**src/rtl/array_ctrl_pkg.sv**
```systemverilog
// Shared op-codes and default geometry for the CIM array controller.
// Latency: n/a (definitions only).
// Backpressure: n/a.
package array_ctrl_pkg;

    // Command encoding on op_code
    localparam logic [1:0] OP_MAC   = 2'b00;
    localparam logic [1:0] OP_WRITE = 2'b01;
    localparam logic [1:0] OP_CAM   = 2'b10;
    localparam logic [1:0] OP_IDLE  = 2'b11;

    // Default array geometry
    localparam int DEFAULT_NUM_BANKS = 16;
    localparam int DEFAULT_NUM_COLS  = 8;
    localparam int DEFAULT_DATA_W    = 16;

endpackage

```
**src/rtl/array_ctrl_onehot_dec.sv**
```systemverilog
// Purely combinational N-to-2^N one-hot decoder.
// Latency: 0 cycles.
// Backpressure: none (combinational).
module array_ctrl_onehot_dec #(
    parameter int N = 4
) (
    input  logic [N-1:0]      idx,
    output logic [(1<<N)-1:0] onehot
);

    // Exactly one output bit set, selected by idx
    always_comb begin
        onehot      = '0;
        onehot[idx] = 1'b1;
    end

endmodule

```
**src/rtl/cim_array_ctrl.sv**
```systemverilog
// Registered command decoder: op_code/address/data -> CIM array control signals.
// Latency: 1 cycle, one command accepted every cycle.
// Backpressure: none; optional macro ARRAY_CTRL_MAC_MASK_EN enables multi-bank MAC broadcast.
module cim_array_ctrl
    import array_ctrl_pkg::*;
#(
    parameter int NUM_BANKS = DEFAULT_NUM_BANKS,
    parameter int NUM_COLS  = DEFAULT_NUM_COLS,
    parameter int DATA_W    = DEFAULT_DATA_W,
    localparam int BANK_AW  = $clog2(NUM_BANKS),
    localparam int COL_AW   = $clog2(NUM_COLS)
) (
    input  logic                 clk,
    input  logic                 rst_n,
    input  logic [1:0]           op_code,
    input  logic [BANK_AW-1:0]   addr_bank,
    input  logic [COL_AW-1:0]    addr_col,
    input  logic [DATA_W-1:0]    data_bank,
    input  logic [DATA_W-1:0]    data_in,
    output logic                 mac_en,
    output logic [DATA_W-1:0]    data_op,
    output logic [NUM_BANKS-1:0] bank_mux,
    output logic                 w_en,
    output logic [DATA_W-1:0]    data_and,
    output logic [NUM_COLS-1:0]  col_mux
);

    logic [NUM_BANKS-1:0] bank_onehot;
    logic [NUM_COLS-1:0]  col_onehot;

    logic                 mac_en_nxt;
    logic                 w_en_nxt;
    logic [NUM_BANKS-1:0] bank_mux_nxt;
    logic [NUM_COLS-1:0]  col_mux_nxt;
    logic [DATA_W-1:0]    data_op_nxt;
    logic [DATA_W-1:0]    data_and_nxt;

    array_ctrl_onehot_dec #(.N(BANK_AW)) u_bank_dec (
        .idx    (addr_bank),
        .onehot (bank_onehot)
    );

    array_ctrl_onehot_dec #(.N(COL_AW)) u_col_dec (
        .idx    (addr_col),
        .onehot (col_onehot)
    );

    // Decode the current command; every field not used by the op is forced to 0
    always_comb begin
        mac_en_nxt   = 1'b0;
        w_en_nxt     = 1'b0;
        bank_mux_nxt = '0;
        col_mux_nxt  = '0;
        data_op_nxt  = '0;
        data_and_nxt = '0;
        case (op_code)
            OP_WRITE: begin
                w_en_nxt     = 1'b1;
                bank_mux_nxt = bank_onehot;
                col_mux_nxt  = col_onehot;
                data_op_nxt  = data_bank;
            end
            OP_MAC: begin
                mac_en_nxt   = 1'b1;
                col_mux_nxt  = col_onehot;
                data_and_nxt = data_in;
`ifdef ARRAY_CTRL_MAC_MASK_EN
                // A non-zero bank mask broadcasts the MAC to several banks
                if (data_bank != '0) begin
                    bank_mux_nxt = data_bank[NUM_BANKS-1:0];
                end else begin
                    bank_mux_nxt = bank_onehot;
                end
`else
                bank_mux_nxt = bank_onehot;
`endif
            end
            OP_CAM: begin
                // Masked banks search in parallel; a zero mask selects nothing
                bank_mux_nxt = data_bank[NUM_BANKS-1:0];
                col_mux_nxt  = col_onehot;
                data_op_nxt  = data_in;
            end
            default: begin
                // IDLE: everything stays at 0
            end
        endcase
    end

    // Output registers; reset (rst_n high despite its name) clears everything
    always_ff @(posedge clk) begin
        if (rst_n) begin
            mac_en   <= 1'b0;
            w_en     <= 1'b0;
            bank_mux <= '0;
            col_mux  <= '0;
            data_op  <= '0;
            data_and <= '0;
        end else begin
            mac_en   <= mac_en_nxt;
            w_en     <= w_en_nxt;
            bank_mux <= bank_mux_nxt;
            col_mux  <= col_mux_nxt;
            data_op  <= data_op_nxt;
            data_and <= data_and_nxt;
        end
    end

endmodule

```
**config.mk**
```make
export PLATFORM = sky130hd
export DESIGN_NAME = cim_array_ctrl
export DESIGN_NICKNAME = d
export VERILOG_FILES = /design/src/rtl/array_ctrl_pkg.sv /design/src/rtl/array_ctrl_onehot_dec.sv /design/src/rtl/cim_array_ctrl.sv
export SDC_FILE = /design/constraint.sdc
export NUM_CORES = 1
export LEC_CHECK = 0
export CAP_MARGIN = 10
export CORE_MARGIN = 4
export CORE_UTILIZATION = 42
export CTS_CLUSTER_SIZE = 20
export DETAILED_ROUTE_END_ITERATION = 12
export PLACE_DENSITY = 0.83
export SLEW_MARGIN = 15
export SYNTH_ARGS = -nofsm -noshare
export SYNTH_HDL_FRONTEND = slang
export SYNTH_SLANG_ARGS = --single-unit
```
**constraint.sdc**
```tcl
create_clock -name clk -period 3.2 [get_ports clk]
set_input_delay 0.96 -clock clk [delete_from_list [all_inputs] [get_ports clk]]
set_output_delay 0.96 -clock clk [all_outputs]
set_load 0.01 [all_outputs]
```
==> metrics <==
Tmin final 2580 ps; Setup Fix Bufs, Post-CTS 0; CP max FO 17; final setup fails 0; P&R area growth vs syn 61.9%; total clock sinks 58; I/O pins 101; final hold slack approximately 1200 ps; Synth top cells by count dfxtp_1, nor2_1, a22oi_1, and2_1, inv_1; asr flop ratio synth 0%; total die area 5790 um2; die width about 76 um; PortBufs 100; initial antenna violation count 0; Avg Cell Area, Syn 11.1 um2; YS warnings 0; worst path arrival time around 2800 ps; first-pass GRT wire length ~8.6 mm; largest cells by area after synthesis dfxtp_1, a22oi_1, and2_1, nor2_1, o32ai_1; dpl hpwl 3.97 mm; Final period util 80.6%; CTS resizes 0; largest net degree at the start of global routing 18; Critical Path RT between 3000 and 4000 ps; VDD IR-drop max roughly 0.32 mV; Setup Crit Path Kind input pin to flop; status complete, no violations; post-synth net total 223; RSZ-0062 raised after global routing no; Final Hold Violating Endpoints 0; antenna-violating nets left 0; final instance area 3150 um2; DRC viols 0; Yosys top cell area share 59.6%; core area 4410 um2; total global-route track usage 18.5%; overall power 0.00150 W; vias 1749; number of flops mapped to enable cells by yosys 0; Die Y 76.1 um; hold crit path type input pin to flop; global placement routability congestion about 0.80; Synth area leader dfxtp_1; CTS Buffer Depth 2; Worst Max-Slew Pin Slew between 1000 and 1500 ps; Netlist cell types 31; synthesized flop and latch total between 50 and 60; Leak between 1 and 1.5 nW; drt pass-1 iters 5; grt ovf 0; Worst slew margin 31.9%; Starting Density 44.1%; initial detailed-routing violation count 93; vias in the first global route 1726; total negative setup slack 0 ps; synthesized area 1950 um2; sequential fraction of the synthesis area 59.6%; max-cap viol count 0; final net count roughly 330; hold buffers post-CTS 0; total power divided by cell area ~480 nW/um2; Post-Synthesis Cells 176; clock root cell clkbuf_8; prevailing post-synth register cell dfxtp_1; share of layout cells above drive strength 1 7.72%; CTS H-tree lvls 3; row cnt 24; Worst setup EP type flop; Post-DP Area 2990 um2; CTS buffer count 9; diode count 0; Reg clk slew, reported paths roughly 60 ps; Routed wire per std cell 16.0 um; Fmax 388 MHz; Slew Limit Fails 0; Via density between 5 and 6; WL final about 5.4 mm; Setup crit start kind input pin; most frequent cell after synthesis dfxtp_1; CTS tree built
-- worst max-delay path, cell delays in order --
cell and delay (ps):
clkdlybuf4s50_1 450, inv_1 110, ha_1 240, nor2b_1 830
and2_1 250
-- placed cells by master (no fill, tap or decap), drive strengths merged, types with 3 or more instances in the layout --
master	instances
clkdlybuf4s50	100
dfxtp	58
nor2	20
and2	16
a22oi	16
clkbuf	13
inv	11
o32ai	8
o2bb2ai	4
a32o	4
ha	4
buf	4
clkinv	3
-- metrics by stage --
| stage | instances | utilization, % | setup WS [ps] |
|---|---|---|---|
| 2_1_floorplan | 176 | - | 1070 |
| 4_1_cts | 337 | 71.5 | 613 |
| 6_report | 337 | 71.5 | 621 |
| 3_3_place_gp | 321 | 67.7 | 379 |
| 3_5_place_dp | 321 | 67.7 | 284 |
| 5_1_grt | 337 | 71.5 | 467 |
-- worst paths after layout --
kind / slack [ps] / cells after the start / endpoint / startpoint
min: 1220 / 3 / bank_mux[12] / data_bank[12]
max: 620 / 5 / data_and[1] / op_code[0]
-- logic make-up (layout without fill, tap and decap cells) --
group	Yosys count	in the layout	share of synthesized area (%)
flip-flops	58	58	59.6
AND/OR/NAND/NOR	56	56	17.4
AO/OA/AOI/OAI	36	36	15.5
buffers and inverters	22	131	4.88
adder cells (fa/ha/maj)	4	4	2.57
-- report_power, final --
part | internal [W] | switching, W
logic | 0.000111 | 0.0000851
clock network | 0.000299 | 0.000259
registers | 0.000745 | 0.00000575
total | 0.00115 | 0.000350
-- metal layers --
layer  track usage, %  vias to the layer above  wire [um]
li1                 -                      831          -
met1             22.7                      824       2300
met2             29.3                       86       2520
met3             6.97                        8        489
met4             7.34                        0         83
met5                0                        -          0
-- final cells by class --
cell class                      count  area, um2
Tap cell                           52       65.1
Clock buffer                       13        149
Fill cell                         337       1260
Inverter                           11       41.3
Sequential cell                    58       1160
Timing Repair Buffer              104       1030
Clock inverter                      3       15.0
Multi-Input combinational cell     96        692
-- flip-flops by register name (all words and copies together), names as in the netlist --
register,cells
col_mux,8
data_op,16
mac_en,1
bank_mux,16
data_and,16
w_en,1
Power figures use the tool's default switching activity.
